File: config.mk
export PLATFORM = sky130hd
export DESIGN_NAME = sdio_lane_xfer_flat
export DESIGN_NICKNAME = d
export VERILOG_FILES = /design/src/rtl/sdio_xfer_pkg.sv /design/src/rtl/sdio_lane_xfer_if.sv /design/src/rtl/sdio_lane_shifter.sv /design/src/rtl/sdio_lane_xfer.sv /design/src/flat_wrapper.sv
export SDC_FILE = /design/constraint.sdc
export NUM_CORES = 1
export LEC_CHECK = 0
export CORE_MARGIN = 2
export CORE_UTILIZATION = 35
export DETAILED_ROUTE_END_ITERATION = 10
export DONT_BUFFER_PORTS = 1
export GPL_TIMING_DRIVEN = 0
export PLACE_DENSITY = 0.49
export SLEW_MARGIN = 30
export SYNTH_ARGS = -nofsm -noshare
export SYNTH_HDL_FRONTEND = slang
export SYNTH_HIERARCHICAL = 1
export SYNTH_SLANG_ARGS = --single-unit
File: constraint.sdc
create_clock -name sclk -period 3 [get_ports sclk]
set_clock_uncertainty 0.2 [all_clocks]
set_input_delay 0.45 -clock sclk [delete_from_list [all_inputs] [get_ports sclk]]
set_output_delay 0.45 -clock sclk [all_outputs]
set_load 0.05 [all_outputs]
File: src/rtl/sdio_xfer_pkg.sv
// -----------------------------------------------------------------------------
// sdio_xfer_pkg
// Shared types and helpers for the sdio lane transfer engine.
//   xfer_state_e : engine sequencing states
//   RW_WRITE/RW_READ : encoding of the command direction bit
//   beats()      : number of lane beats needed to move one payload word
// -----------------------------------------------------------------------------
package sdio_xfer_pkg;

    typedef enum logic [2:0] {
        IDLE,
        HDR,
        WR,
        TURN,
        RD,
        DONE
    } xfer_state_e;

    localparam logic RW_WRITE = 1'b0;
    localparam logic RW_READ  = 1'b1;

    function automatic int beats(input int data_w, input int lanes);
        return data_w / lanes;
    endfunction

endpackage

File: src/rtl/sdio_lane_xfer_if.sv
// -----------------------------------------------------------------------------
// sdio_lane_xfer_if
// Command/response handshake plus split lane signals of the transfer engine.
// The lanes are presented as out/oe/in; the pad-level tristate that merges
// out and oe onto the shared wire sits outside the engine (oe=0 -> z).
//   cmd_valid/cmd_ready/cmd_rw/cmd_wdata : command request channel
//   rsp_valid/rsp_rdata                  : read response (no backpressure)
//   busy                                 : engine not idle
//   sdio_cs_n/sdio_out/sdio_oe/sdio_in   : serial bus side
// Modports: master = command issuer / remote lane driver, slave = engine.
// -----------------------------------------------------------------------------
interface sdio_lane_xfer_if #(
    parameter int LANES  = 1,
    parameter int DATA_W = 16
);
    logic              cmd_valid;
    logic              cmd_ready;
    logic              cmd_rw;
    logic [DATA_W-1:0] cmd_wdata;
    logic              rsp_valid;
    logic [DATA_W-1:0] rsp_rdata;
    logic              busy;
    logic              sdio_cs_n;
    logic [LANES-1:0]  sdio_out;
    logic [LANES-1:0]  sdio_oe;
    logic [LANES-1:0]  sdio_in;

    modport master (
        output cmd_valid, cmd_rw, cmd_wdata, sdio_in,
        input  cmd_ready, rsp_valid, rsp_rdata, busy,
               sdio_cs_n, sdio_out, sdio_oe
    );

    modport slave (
        input  cmd_valid, cmd_rw, cmd_wdata, sdio_in,
        output cmd_ready, rsp_valid, rsp_rdata, busy,
               sdio_cs_n, sdio_out, sdio_oe
    );
endinterface

File: src/rtl/sdio_lane_shifter.sv
// -----------------------------------------------------------------------------
// sdio_lane_shifter
// Payload shift register shared by the write and read directions.
//   clk, rst_n    : clock, asynchronous active-low reset
//   i_load        : capture i_load_data (command acceptance)
//   i_load_data   : parallel write payload
//   i_shift_out   : move the next write beat up to the top lanes
//   i_shift_in    : shift i_lanes_in in at the LSB side
//   i_lanes_in    : sampled lane values
//   o_top         : top LANES bits (the beat to drive next)
//   o_capture     : register value after one more shift-in of i_lanes_in
// Both directions shift toward the MSB, so write data leaves MSB-first and
// read data assembles with the first beat ending in the MSBs.
// -----------------------------------------------------------------------------
module sdio_lane_shifter #(
    parameter int LANES  = 1,
    parameter int DATA_W = 16
) (
    input  logic              clk,
    input  logic              rst_n,
    input  logic              i_load,
    input  logic [DATA_W-1:0] i_load_data,
    input  logic              i_shift_out,
    input  logic              i_shift_in,
    input  logic [LANES-1:0]  i_lanes_in,
    output logic [LANES-1:0]  o_top,
    output logic [DATA_W-1:0] o_capture
);
    logic [DATA_W-1:0]       r_sreg;
    logic [DATA_W+LANES-1:0] w_cat;

    // Concatenation keeps the shift-in legal even when DATA_W == LANES.
    assign w_cat     = {r_sreg, i_lanes_in};
    assign o_capture = w_cat[DATA_W-1:0];
    assign o_top     = r_sreg[DATA_W-1 -: LANES];

    always_ff @(posedge clk or negedge rst_n) begin
        if (!rst_n) begin
            r_sreg <= '0;
        end else if (i_load) begin
            // NOTE: non-blocking (<=) for every flop so all registers update
            // from pre-edge values regardless of block evaluation order.
            r_sreg <= i_load_data;
        end else if (i_shift_in) begin
            r_sreg <= o_capture;
        end else if (i_shift_out) begin
            r_sreg <= r_sreg << LANES;
        end
    end
endmodule

File: src/rtl/sdio_lane_xfer.sv
// -----------------------------------------------------------------------------
// sdio_lane_xfer
// Half-duplex serial transfer engine: one parallel command becomes a framed
// transaction over LANES data lines.
//   Frame (cs_n low): HDR, then BEATS write beats, or TURN_CYC turnaround
//   cycles followed by BEATS read beats. A read ends with a one-cycle DONE
//   carrying the rsp_valid pulse.
// Parameters: LANES (1/2/4/8), DATA_W (multiple of LANES), TURN_CYC (>= 0).
// Ports:
//   sclk  : bus clock, rising edge
//   rst_n : asynchronous active-low reset; aborts any frame, lanes release
//   bus   : sdio_lane_xfer_if.slave (command, response, busy, lane signals)
// -----------------------------------------------------------------------------
module sdio_lane_xfer
    import sdio_xfer_pkg::*;
#(
    parameter int LANES    = 1,
    parameter int DATA_W   = 16,
    parameter int TURN_CYC = 2
) (
    input  logic             sclk,
    input  logic             rst_n,
    sdio_lane_xfer_if.slave  bus
);
    localparam int BEATS   = beats(DATA_W, LANES);
    localparam int CNT_MAX = (BEATS > TURN_CYC) ? ((BEATS > 2) ? BEATS : 2)
                                                : ((TURN_CYC > 2) ? TURN_CYC : 2);
    localparam int CNT_W   = $clog2(CNT_MAX);
    localparam logic [CNT_W-1:0] LAST_BEAT = CNT_W'(BEATS - 1);
    localparam logic [CNT_W-1:0] LAST_TURN = (TURN_CYC > 0) ? CNT_W'(TURN_CYC - 1) : '0;

    xfer_state_e       r_state;
    xfer_state_e       w_state_next;
    logic [CNT_W-1:0]  r_cnt;
    logic              r_rw;
    logic              r_cs_n;
    logic [LANES-1:0]  r_oe;
    logic [LANES-1:0]  r_out;
    logic              r_rsp_valid;
    logic [DATA_W-1:0] r_rsp_rdata;

    logic              w_accept;
    logic              w_cs_n_next;
    logic [LANES-1:0]  w_oe_next;
    logic [LANES-1:0]  w_out_next;
    logic              w_shift_out;
    logic              w_shift_in;
    logic              w_last_rd;
    logic [LANES-1:0]  w_top;
    logic [DATA_W-1:0] w_capture;

    assign w_accept   = bus.cmd_valid && (r_state == IDLE);
    assign w_shift_in = (r_state == RD);
    assign w_last_rd  = (r_state == RD) && (r_cnt == LAST_BEAT);

    sdio_lane_shifter #(
        .LANES  (LANES),
        .DATA_W (DATA_W)
    ) u_shifter (
        .clk         (sclk),
        .rst_n       (rst_n),
        .i_load      (w_accept),
        .i_load_data (bus.cmd_wdata),
        .i_shift_out (w_shift_out),
        .i_shift_in  (w_shift_in),
        .i_lanes_in  (bus.sdio_in),
        .o_top       (w_top),
        .o_capture   (w_capture)
    );

    // Next state, plus the lane/select values for the state being entered:
    // outputs are registered, so they are computed from w_state_next.
    always_comb begin
        // NOTE: every signal written here gets a default first so no path
        // leaves it unassigned, which would infer a latch.
        w_state_next = r_state;
        w_cs_n_next  = 1'b1;
        w_oe_next    = '0;
        w_out_next   = '0;
        w_shift_out  = 1'b0;

        unique case (r_state)
            IDLE: if (w_accept) w_state_next = HDR;
            HDR: begin
                if (r_rw == RW_READ) w_state_next = (TURN_CYC > 0) ? TURN : RD;
                else                 w_state_next = WR;
            end
            WR:   if (r_cnt == LAST_BEAT) w_state_next = IDLE;
            TURN: if (r_cnt == LAST_TURN) w_state_next = RD;
            RD:   if (r_cnt == LAST_BEAT) w_state_next = DONE;
            DONE: w_state_next = IDLE;
            default: w_state_next = IDLE;
        endcase

        unique case (w_state_next)
            HDR: begin
                // HDR is only entered on acceptance, so the live cmd_rw is
                // the value being latched into r_rw at the same edge.
                w_cs_n_next           = 1'b0;
                w_oe_next             = '1;
                w_out_next[LANES-1]   = bus.cmd_rw;
            end
            WR: begin
                // Drive the current top beat and advance the shifter together.
                w_cs_n_next = 1'b0;
                w_oe_next   = '1;
                w_out_next  = w_top;
                w_shift_out = 1'b1;
            end
            TURN, RD: w_cs_n_next = 1'b0;
            default: ;
        endcase
    end

    always_ff @(posedge sclk or negedge rst_n) begin
        if (!rst_n) begin
            r_state <= IDLE;
            r_cnt   <= '0;
        end else begin
            r_state <= w_state_next;
            r_cnt   <= (w_state_next != r_state) ? '0 : r_cnt + CNT_W'(1);
        end
    end

    always_ff @(posedge sclk or negedge rst_n) begin
        if (!rst_n) begin
            r_rw <= RW_WRITE;
        end else if (w_accept) begin
            r_rw <= bus.cmd_rw;
        end
    end

    always_ff @(posedge sclk or negedge rst_n) begin
        if (!rst_n) begin
            r_cs_n      <= 1'b1;
            r_oe        <= '0;
            r_out       <= '0;
            r_rsp_valid <= 1'b0;
        end else begin
            r_cs_n      <= w_cs_n_next;
            r_oe        <= w_oe_next;
            r_out       <= w_out_next;
            r_rsp_valid <= (w_state_next == DONE);
        end
    end

    // The final read beat is folded in directly so rsp_rdata is ready in DONE;
    // it then holds until the next read completes.
    always_ff @(posedge sclk or negedge rst_n) begin
        if (!rst_n) begin
            r_rsp_rdata <= '0;
        end else if (w_last_rd) begin
            r_rsp_rdata <= w_capture;
        end
    end

    assign bus.cmd_ready = (r_state == IDLE);
    assign bus.busy      = (r_state != IDLE);
    assign bus.sdio_cs_n = r_cs_n;
    assign bus.sdio_oe   = r_oe;
    assign bus.sdio_out  = r_out;
    assign bus.rsp_valid = r_rsp_valid;
    assign bus.rsp_rdata = r_rsp_rdata;
endmodule

File: src/flat_wrapper.sv
// flat-port wrapper written by rule: the top's interface ports become plain ports
module sdio_lane_xfer_flat import sdio_xfer_pkg::*;
#(
    parameter int LANES    = 1,
    parameter int DATA_W   = 16,
    parameter int TURN_CYC = 2
)
  (sclk, rst_n, bus_cmd_valid, bus_cmd_rw, bus_cmd_wdata, bus_sdio_in, bus_cmd_ready, bus_rsp_valid, bus_rsp_rdata, bus_busy, bus_sdio_cs_n, bus_sdio_out, bus_sdio_oe);
  sdio_lane_xfer_if #(.LANES(LANES), .DATA_W(DATA_W)) bus_i ();
  input  logic sclk;
  input  logic rst_n;
  input wire logic [$bits(bus_i.cmd_valid)-1:0] bus_cmd_valid;
  input wire logic [$bits(bus_i.cmd_rw)-1:0] bus_cmd_rw;
  input wire logic [$bits(bus_i.cmd_wdata)-1:0] bus_cmd_wdata;
  input wire logic [$bits(bus_i.sdio_in)-1:0] bus_sdio_in;
  output wire logic [$bits(bus_i.cmd_ready)-1:0] bus_cmd_ready;
  output wire logic [$bits(bus_i.rsp_valid)-1:0] bus_rsp_valid;
  output wire logic [$bits(bus_i.rsp_rdata)-1:0] bus_rsp_rdata;
  output wire logic [$bits(bus_i.busy)-1:0] bus_busy;
  output wire logic [$bits(bus_i.sdio_cs_n)-1:0] bus_sdio_cs_n;
  output wire logic [$bits(bus_i.sdio_out)-1:0] bus_sdio_out;
  output wire logic [$bits(bus_i.sdio_oe)-1:0] bus_sdio_oe;
  assign bus_i.cmd_valid = bus_cmd_valid;
  assign bus_i.cmd_rw = bus_cmd_rw;
  assign bus_i.cmd_wdata = bus_cmd_wdata;
  assign bus_i.sdio_in = bus_sdio_in;
  assign bus_cmd_ready = bus_i.cmd_ready;
  assign bus_rsp_valid = bus_i.rsp_valid;
  assign bus_rsp_rdata = bus_i.rsp_rdata;
  assign bus_busy = bus_i.busy;
  assign bus_sdio_cs_n = bus_i.sdio_cs_n;
  assign bus_sdio_out = bus_i.sdio_out;
  assign bus_sdio_oe = bus_i.sdio_oe;
  sdio_lane_xfer #(.LANES(LANES), .DATA_W(DATA_W), .TURN_CYC(TURN_CYC)) u_core (.sclk(sclk), .rst_n(rst_n), .bus(bus_i));
endmodule
==> results.tsv, run 1 <==
metric	value	unit
status	completed	
total gr overflow	0	
initial core utilization	35.9	%
cts bufs inserted	5	
Die H	81.5	um
Synth Register Bits	44	
WL per Instance	16.6	um
Pins Over Slew Limit	0	
Cell Area, Placed	0.00220	mm2
crit path max-delay cell type	nor3_4	
final setup margin	0.278	ns
synthesized area	0.00210	mm2
Hold WC Path Type	input pin to flip-flop	
peak supply drop	0.510	mV
remaining antenna violation count	0	
Vias/cell	5.26	
FP Rows	28	
Final Cycle Share	90.7	%
YS warnings	6	
vias in the first global route	1567	
Tmin final	2.72	ns
Routed WL	4750	um
Slew HR	60.7	%
I/O Buffers	0	
Clock Sink Count	44	
clock buffer depth	2	
sequential fraction of the synthesis area	52.5	%
GRT Overall Usage	15.5	%
hold_ws	0.104	ns
Critical Setup Path Class	flip-flop to flip-flop	
Hold Violations, Final	0	
DRC	0	
clk_lat worst skew	0.29	ns
hpwl dp	3360	um
final setup vio count	0	
pwr dens	1040	mW/mm2
leakage power	1.12	nW
crit-path max FO	10	
design area	0.00235	mm2
Die Footprint	0.00663	mm2
Nets	233	
root buf cell	clkbuf_8	
Design Power	0.00245	W
syn avg cell area	10.4	um2
Worst Path Required	2.98	ns
CP peak stage delay	0.56	ns
Final TNS setup	0	ns
CP arrival	2.70	ns
first-pass GRT wire length	7780	um
Clock transition at path regs	0.08	ns
Syn Inst Count	201	
Net Count, Synth	224	
library cells used by synthesis	40	
I/O pin count	43	
First-pass DRT Iterations	4	
H-Tree Depth	2	
P&R area growth vs syn	11.9	%
initial antenna violation count	0	
RSZ-0062 raised after global routing	no	
CTS tree	done	
postcts setup bufs	0	
Least-Margin Pin Slew	0.588	ns
fmax	367	MHz
CP endpoint kind	flip-flop	
DIE WIDTH	81.5	um
largest net degree at the start of global routing	45	
core region area	0.00585	mm2
First DRT Iteration DRCs	104	
number of inserted diodes	0	
crit-path cells	nor3_4 -> nand2_1 -> inv_2 -> nor4_2 -> buf_2 -> or2_1 -> buf_6 -> buf_6 -> a221o_1	
Place WS	0.0330	ns
share of layout cells above drive strength 1	14.7	%
DR vias	1505	
Final GP Congestion	0.772	
Startpoint Class	flip-flop	
Crit path top cell by count	buf_6	
maxcap violations	0	
-- logic make-up after synthesis --
group	synth area share, %
buf+inv	6.44
xor+xnor	1.25
mux	1.01
flops	52.5
compound gates	9.65
simple gates	28.0
fa+ha+maj	1.19
-- layer usage --
| metal | wire [um] | GRT usage, % | share of wire [%] | vias up |
|---|---|---|---|---|
| li1 | - | - | - | 715 |
| met1 | 2000 | 19.2 | 42 | 751 |
| met2 | 2410 | 26.0 | 51 | 34 |
| met3 | 291 | 4.84 | 6.1 | 5 |
| met4 | 49 | 4.58 | 1.0 | 0 |
| met5 | 0 | 0 | 0 | - |
-- cells in the mapped netlist --
| library cell | number | area share, % |
|---|---|---|
| xnor2_1 | 2 | 0.83 |
| buf_1 | 1 | 0.18 |
| dfrtp_1 | 43 | 51 |
| a32o_1 | 1 | 0.48 |
| nand2_1 | 50 | 8.9 |
| nor2b_1 | 18 | 5.4 |
| or3_1 | 1 | 0.30 |
| buf_6 | 4 | 2.1 |
| mux2_2 | 1 | 0.54 |
| dfstp_2 | 1 | 1.3 |
| mux2i_1 | 1 | 0.48 |
| o2111ai_1 | 1 | 0.42 |
| nor2_1 | 6 | 1.1 |
| or3b_2 | 1 | 0.42 |
| inv_2 | 2 | 0.36 |
| a221o_1 | 15 | 7.2 |
| inv_1 | 3 | 0.54 |
| buf_2 | 5 | 1.2 |
| or2_1 | 2 | 0.60 |
| o32ai_1 | 1 | 0.42 |
| a21oi_1 | 4 | 0.95 |
| inv_6 | 1 | 0.42 |
| buf_8 | 1 | 0.71 |
| xor2_1 | 1 | 0.42 |
| nand2_4 | 1 | 0.54 |
| nand2b_1 | 1 | 0.30 |
| ha_1 | 2 | 1.2 |
| nand3_1 | 3 | 0.71 |
| or3b_4 | 1 | 0.54 |
| o21ai_0 | 1 | 0.24 |
| clkbuf_1 | 3 | 0.54 |
| and3_1 | 1 | 0.30 |
| and4bb_2 | 1 | 0.60 |
| nand3b_1 | 1 | 0.36 |
| nor4_2 | 1 | 0.60 |
| nor4b_1 | 15 | 6.3 |
| nor3b_1 | 1 | 0.36 |
| nor3_2 | 1 | 0.48 |
| nor3_1 | 1 | 0.24 |
| buf_4 | 1 | 0.36 |
-- where the power goes --
group	internal, W	switching [W]	total [W]	leakage [nW]
sequential	0.000768	0.000195	0.000962	0.574
combinational	0.000483	0.000560	0.00104	0.492
clock	0.000247	0.000196	0.000443	0.0552
total	0.00150	0.000950	0.00245	1.12
-- through the flow --
stage | instances | utilization, %
floorplan | 201 | -
global placement | 276 | 37.6
detailed placement | 276 | 37.6
CTS | 286 | 40.1
global route | 286 | 40.2
finish | 286 | 40.2
-- state kept, by name, summed over array words and instances, names as in the netlist --
signal and flops:
u_core/bus.rsp_rdata 16, u_core/bus.rsp_valid 1, u_core/bus.sdio_cs_n 1, u_core/bus.sdio_oe 1, u_core/bus.sdio_out 1, u_core/r_cnt 4, u_core/r_rw 1, u_core/r_state 3
u_core/u_shifter/r_sreg 16
-- worst max-delay path, delay by kind of cell (launching register included) --
kind            cells  cell delay [ns]
compound gates      1             0.30
buf+inv             4             0.60
flops               1             0.47
simple gates        4             1.04
-- final timing paths --
check                                                         from                                      to  slack [ns]  depth (start not counted)
setup / recovery                       u_core/r_state[0]$_DFF_PN0_  u_core/u_shifter/r_sreg[2]$_DFFE_PN0P_        0.28                          9
hold / removal                                    bus_cmd_wdata[4]  u_core/u_shifter/r_sreg[4]$_DFFE_PN0P_        0.10                          1
setup reg to reg                       u_core/r_state[0]$_DFF_PN0_  u_core/u_shifter/r_sreg[2]$_DFFE_PN0P_        0.28                          9
hold reg to reg            u_core/u_shifter/r_sreg[13]$_DFFE_PN0P_    u_core/bus.rsp_rdata[14]$_DFFE_PN0P_        0.30                          2
max in group asynchronous                                    rst_n          u_core/bus.sdio_cs_n$_DFF_PN1_        1.86                          2
min in group asynchronous                                    rst_n               u_core/r_cnt[1]$_DFF_PN0_        0.46                          2
-- timing repair --
action,4_1_cts,5_1_grt
hold endpoints to repair,44,0
setup endpoints to repair,0,16
hold buffers,2,0
gates resized for setup,0,1
-- cell type report --
cell class                 instances  area, um2
fill                             549       3500
sequential                        44       1100
multi-input combinational        136        873
buffer                            15        108
tap                               75       93.8
clock buffer                       6       72.6
timing repair buffer               2       37.5
clock inverter                     2       35.0
inverter                           6       27.5
-- placed cells by master (no fill, tap or decap), types with 2 or more instances in the layout --
cell type | netlist | layout
xnor2_1 | 2 | 2
a221o_1 | 15 | 15
nor2b_1 | 18 | 18
clkbuf_8 | 0 | 5
inv_1 | 3 | 3
dfrtp_1 | 43 | 43
nand2_1 | 50 | 50
buf_2 | 5 | 5
clkbuf_1 | 3 | 4
or2_1 | 2 | 2
buf_6 | 4 | 4
ha_1 | 2 | 2
inv_2 | 2 | 2
nor2_1 | 6 | 6
nor4b_1 | 15 | 15
nand3_1 | 3 | 3
a21oi_1 | 4 | 4
No activity file was read; power rests on OpenSTA's default activity.
==> run 2, diff against run 1 <==
--- a/config.mk
+++ b/config.mk
@@ -5,11 +5,11 @@
 export SDC_FILE = /design/constraint.sdc
 export NUM_CORES = 1
 export LEC_CHECK = 0
+export CAP_MARGIN = 0
 export CORE_MARGIN = 2
 export CORE_UTILIZATION = 35
 export DETAILED_ROUTE_END_ITERATION = 10
 export DONT_BUFFER_PORTS = 1
-export GPL_TIMING_DRIVEN = 0
 export PLACE_DENSITY = 0.49
 export SLEW_MARGIN = 30
 export SYNTH_ARGS = -nofsm -noshare
==> run 2 against run 1 <==
Global-route usage shrank 0.69 points. Utilization shrank 1.4 points. Sequential share of layout area is 1.7 points higher. Clock power rose by 1%. Die area is the same. Routed wire length fell by 6.6%. Hold slack got worse by 0.052 ns. Via count down 4.7%. Final cell count shrank 3.8%. Sequential power up 0.5%. Total power decreased by 3.6%. Critical path type unchanged. Critical endpoint is now u_core/u_shifter/r_sreg[13]$_DFFE_PN0P_. Largest power group is now sequential cells.
==> results.tsv, run 2 (synthesized netlist as in run 1, its figures left out) <==
metric	value	unit	change
Pins Over Slew Limit	0		unchanged
P&R area growth vs syn	7.93	%	
postcts setup bufs	0		unchanged
Place WS	0.536	ns	+0.503 ns
Clock Sink Count	44		unchanged
initial core utilization	35.9	%	unchanged
WL per Instance	16.1	um	-2.9%
root buf cell	clkbuf_8		
crit-path max FO	15		+5
clk_lat worst skew	0.30	ns	about the same
Final TNS setup	0	ns	unchanged
peak supply drop	0.609	mV	+19%
maxcap violations	0		unchanged
worst r2r src	u_core/r_cnt[0]$_DFF_PN0_		
Comb pwr share	40.0	%	-2.6 points
GRT Overall Usage	14.8	%	-0.69 points
Hold Violations, Final	0		unchanged
vias in the first global route	1476		-5.8%
final setup vio count	0		unchanged
status	completed		
commonest non-fill, non-tap cell in the layout	nand2_1		
DIE WIDTH	81.5	um	unchanged
Startpoint Class	flip-flop		
Routed WL	4440	um	-6.6%
initial antenna violation count	0		unchanged
fmax	404	MHz	+9.9%
FP Rows	28		unchanged
Worst Path Required	2.98	ns	about the same
# fillers	579		+5.5%
Worst Setup SP	u_core/r_cnt[0]$_DFF_PN0_		
clock buffer depth	2		unchanged
H-Tree Depth	2		unchanged
hpwl dp	3020	um	-10%
hold_ws	0.0524	ns	-0.0516 ns
First DRT Iteration DRCs	92		-12%
Die H	81.5	um	unchanged
I/O pin count	43		unchanged
Die Footprint	0.00663	mm2	unchanged
CTS tree	done		
worst setup path end	u_core/u_shifter/r_sreg[13]$_DFFE_PN0P_		
pwr dens	1040	mW/mm2	about the same
RSZ-0062 raised after global routing	no		
reg2reg end	u_core/u_shifter/r_sreg[13]$_DFFE_PN0P_		
Tmin final	2.48	ns	-0.245 ns
DR vias	1434		-4.7%
cell internal pwr	0.00145	W	-3.4%
Nets	222		-4.7%
Clock transition at path regs	0.08	ns	about the same
CP arrival	2.46	ns	-0.24 ns
DRC	0		unchanged
Critical Setup Path Class	flip-flop to flip-flop		
CP endpoint kind	flip-flop		
final setup margin	0.523	ns	+0.245 ns
remaining antenna violation count	0		unchanged
I/O Buffers	0		unchanged
Hold WC Path Type	input pin to flip-flop		
Least-Margin Pin Slew	0.536	ns	-0.0522 ns
share of layout cells above drive strength 1	12.0	%	-2.7 points
Final Cycle Share	82.6	%	-8.2 points
total gr overflow	0		unchanged
Slew HR	64.3	%	+3.6 points
cts bufs inserted	5		unchanged
Sequential Power Share	40.9	%	+1.6 points
Sw Pwr	0.000913	W	-3.9%
clock power share	19.0	%	+0.9 points
Sw Share	38.7	%	-0.12 points
multi-input logic area	867	um2	-0.72%
R2R setup slack	0.52	ns	+0.25 ns
Final GP Congestion	0.814		+5.4%
first-pass GRT wire length	7270	um	-6.5%
Design Power	0.00236	W	-3.6%
number of inserted diodes	0		unchanged
commonest non-fill, non-tap cells in the layout	50 x nand2_1, 43 x dfrtp_1, 18 x nor2b_1, 15 x nor4b_1, 15 x a221o_1		
leakage power	1.08	nW	-3.8%
largest net degree at the start of global routing	52		+16%
core region area	0.00585	mm2	unchanged
First-pass DRT Iterations	4		unchanged
final core occ	38.7	%	-1.4 points
Vias/cell	5.21		-0.91%
reg2reg path depth	7		-2
register area	0.00110	mm2	unchanged
## run 2: layout make-up
type	count	share of cell area, %
timing repair buffer	6	2.98
multi-input combinational	136	38.3
inverter	6	1.21
sequential	44	48.6
clock buffer	6	3.20
tap	75	4.14
clock inverter	2	1.55
## run 2: layer usage
metal	vias to the layer above	GRT usage, %	routed length, um	share of wire [%]
li1	691	-	-	-
met1	701	17.9	1930	44
met2	35	24.7	2150	49
met3	7	5.05	285	6.4
met4	0	5.08	63	1.4
met5	-	0	0	0
## run 2: worst min-delay path by stage
stage,start,endpoint,slack (ns),depth (start not counted)
finish,bus_sdio_in,u_core/bus.rsp_rdata[0]$_DFFE_PN0P_,0.05,2
global route,bus_sdio_in,u_core/bus.rsp_rdata[0]$_DFFE_PN0P_,0.04,2
CTS,bus_sdio_in,u_core/bus.rsp_rdata[0]$_DFFE_PN0P_,0.04,2
detailed placement,rst_n,u_core/r_cnt[3]$_DFF_PN0_,-0.04,0
global placement,rst_n,u_core/bus.rsp_rdata[15]$_DFFE_PN0P_,-0.04,0
floorplan,rst_n,u_core/bus.rsp_rdata[0]$_DFFE_PN0P_,-0.05,0
## run 2: metrics by stage
| step | std cells | cell area [um2] |
|---|---|---|
| 2_1_floorplan | 201 | 2100 |
| 3_3_place_gp | 265 | 2120 |
| 3_5_place_dp | 265 | 2120 |
| 4_1_cts | 275 | 2270 |
| 5_1_grt | 275 | 2270 |
| 6_report | 275 | 2270 |
## run 2: repair_timing
action,in CTS,in global routing
hold buffers,2,0
gates resized for setup,0,0
endpoints found under the hold margin,44,0
## run 2: power groups by stage
stage	Sequential, W	Combinational (W)	Clock, W
after floorplan	0.000923	0.000860	0
after global placement	0.000978	0.000903	0
after detailed placement	0.000979	0.000927	0
after CTS	0.000968	0.000950	0.000464
after global routing	0.000994	0.00106	0.000501
final	0.000967	0.000945	0.000449
## run 2: worst max-delay path, cell delays in order, from the launching register on
cell      delay [ns]
dfrtp_1         0.41
ha_1            0.22
and4bb_2        0.25
nor3_2          0.23
nor4_2          0.08
buf_4           0.18
or2_1           0.41
a221o_1         0.37
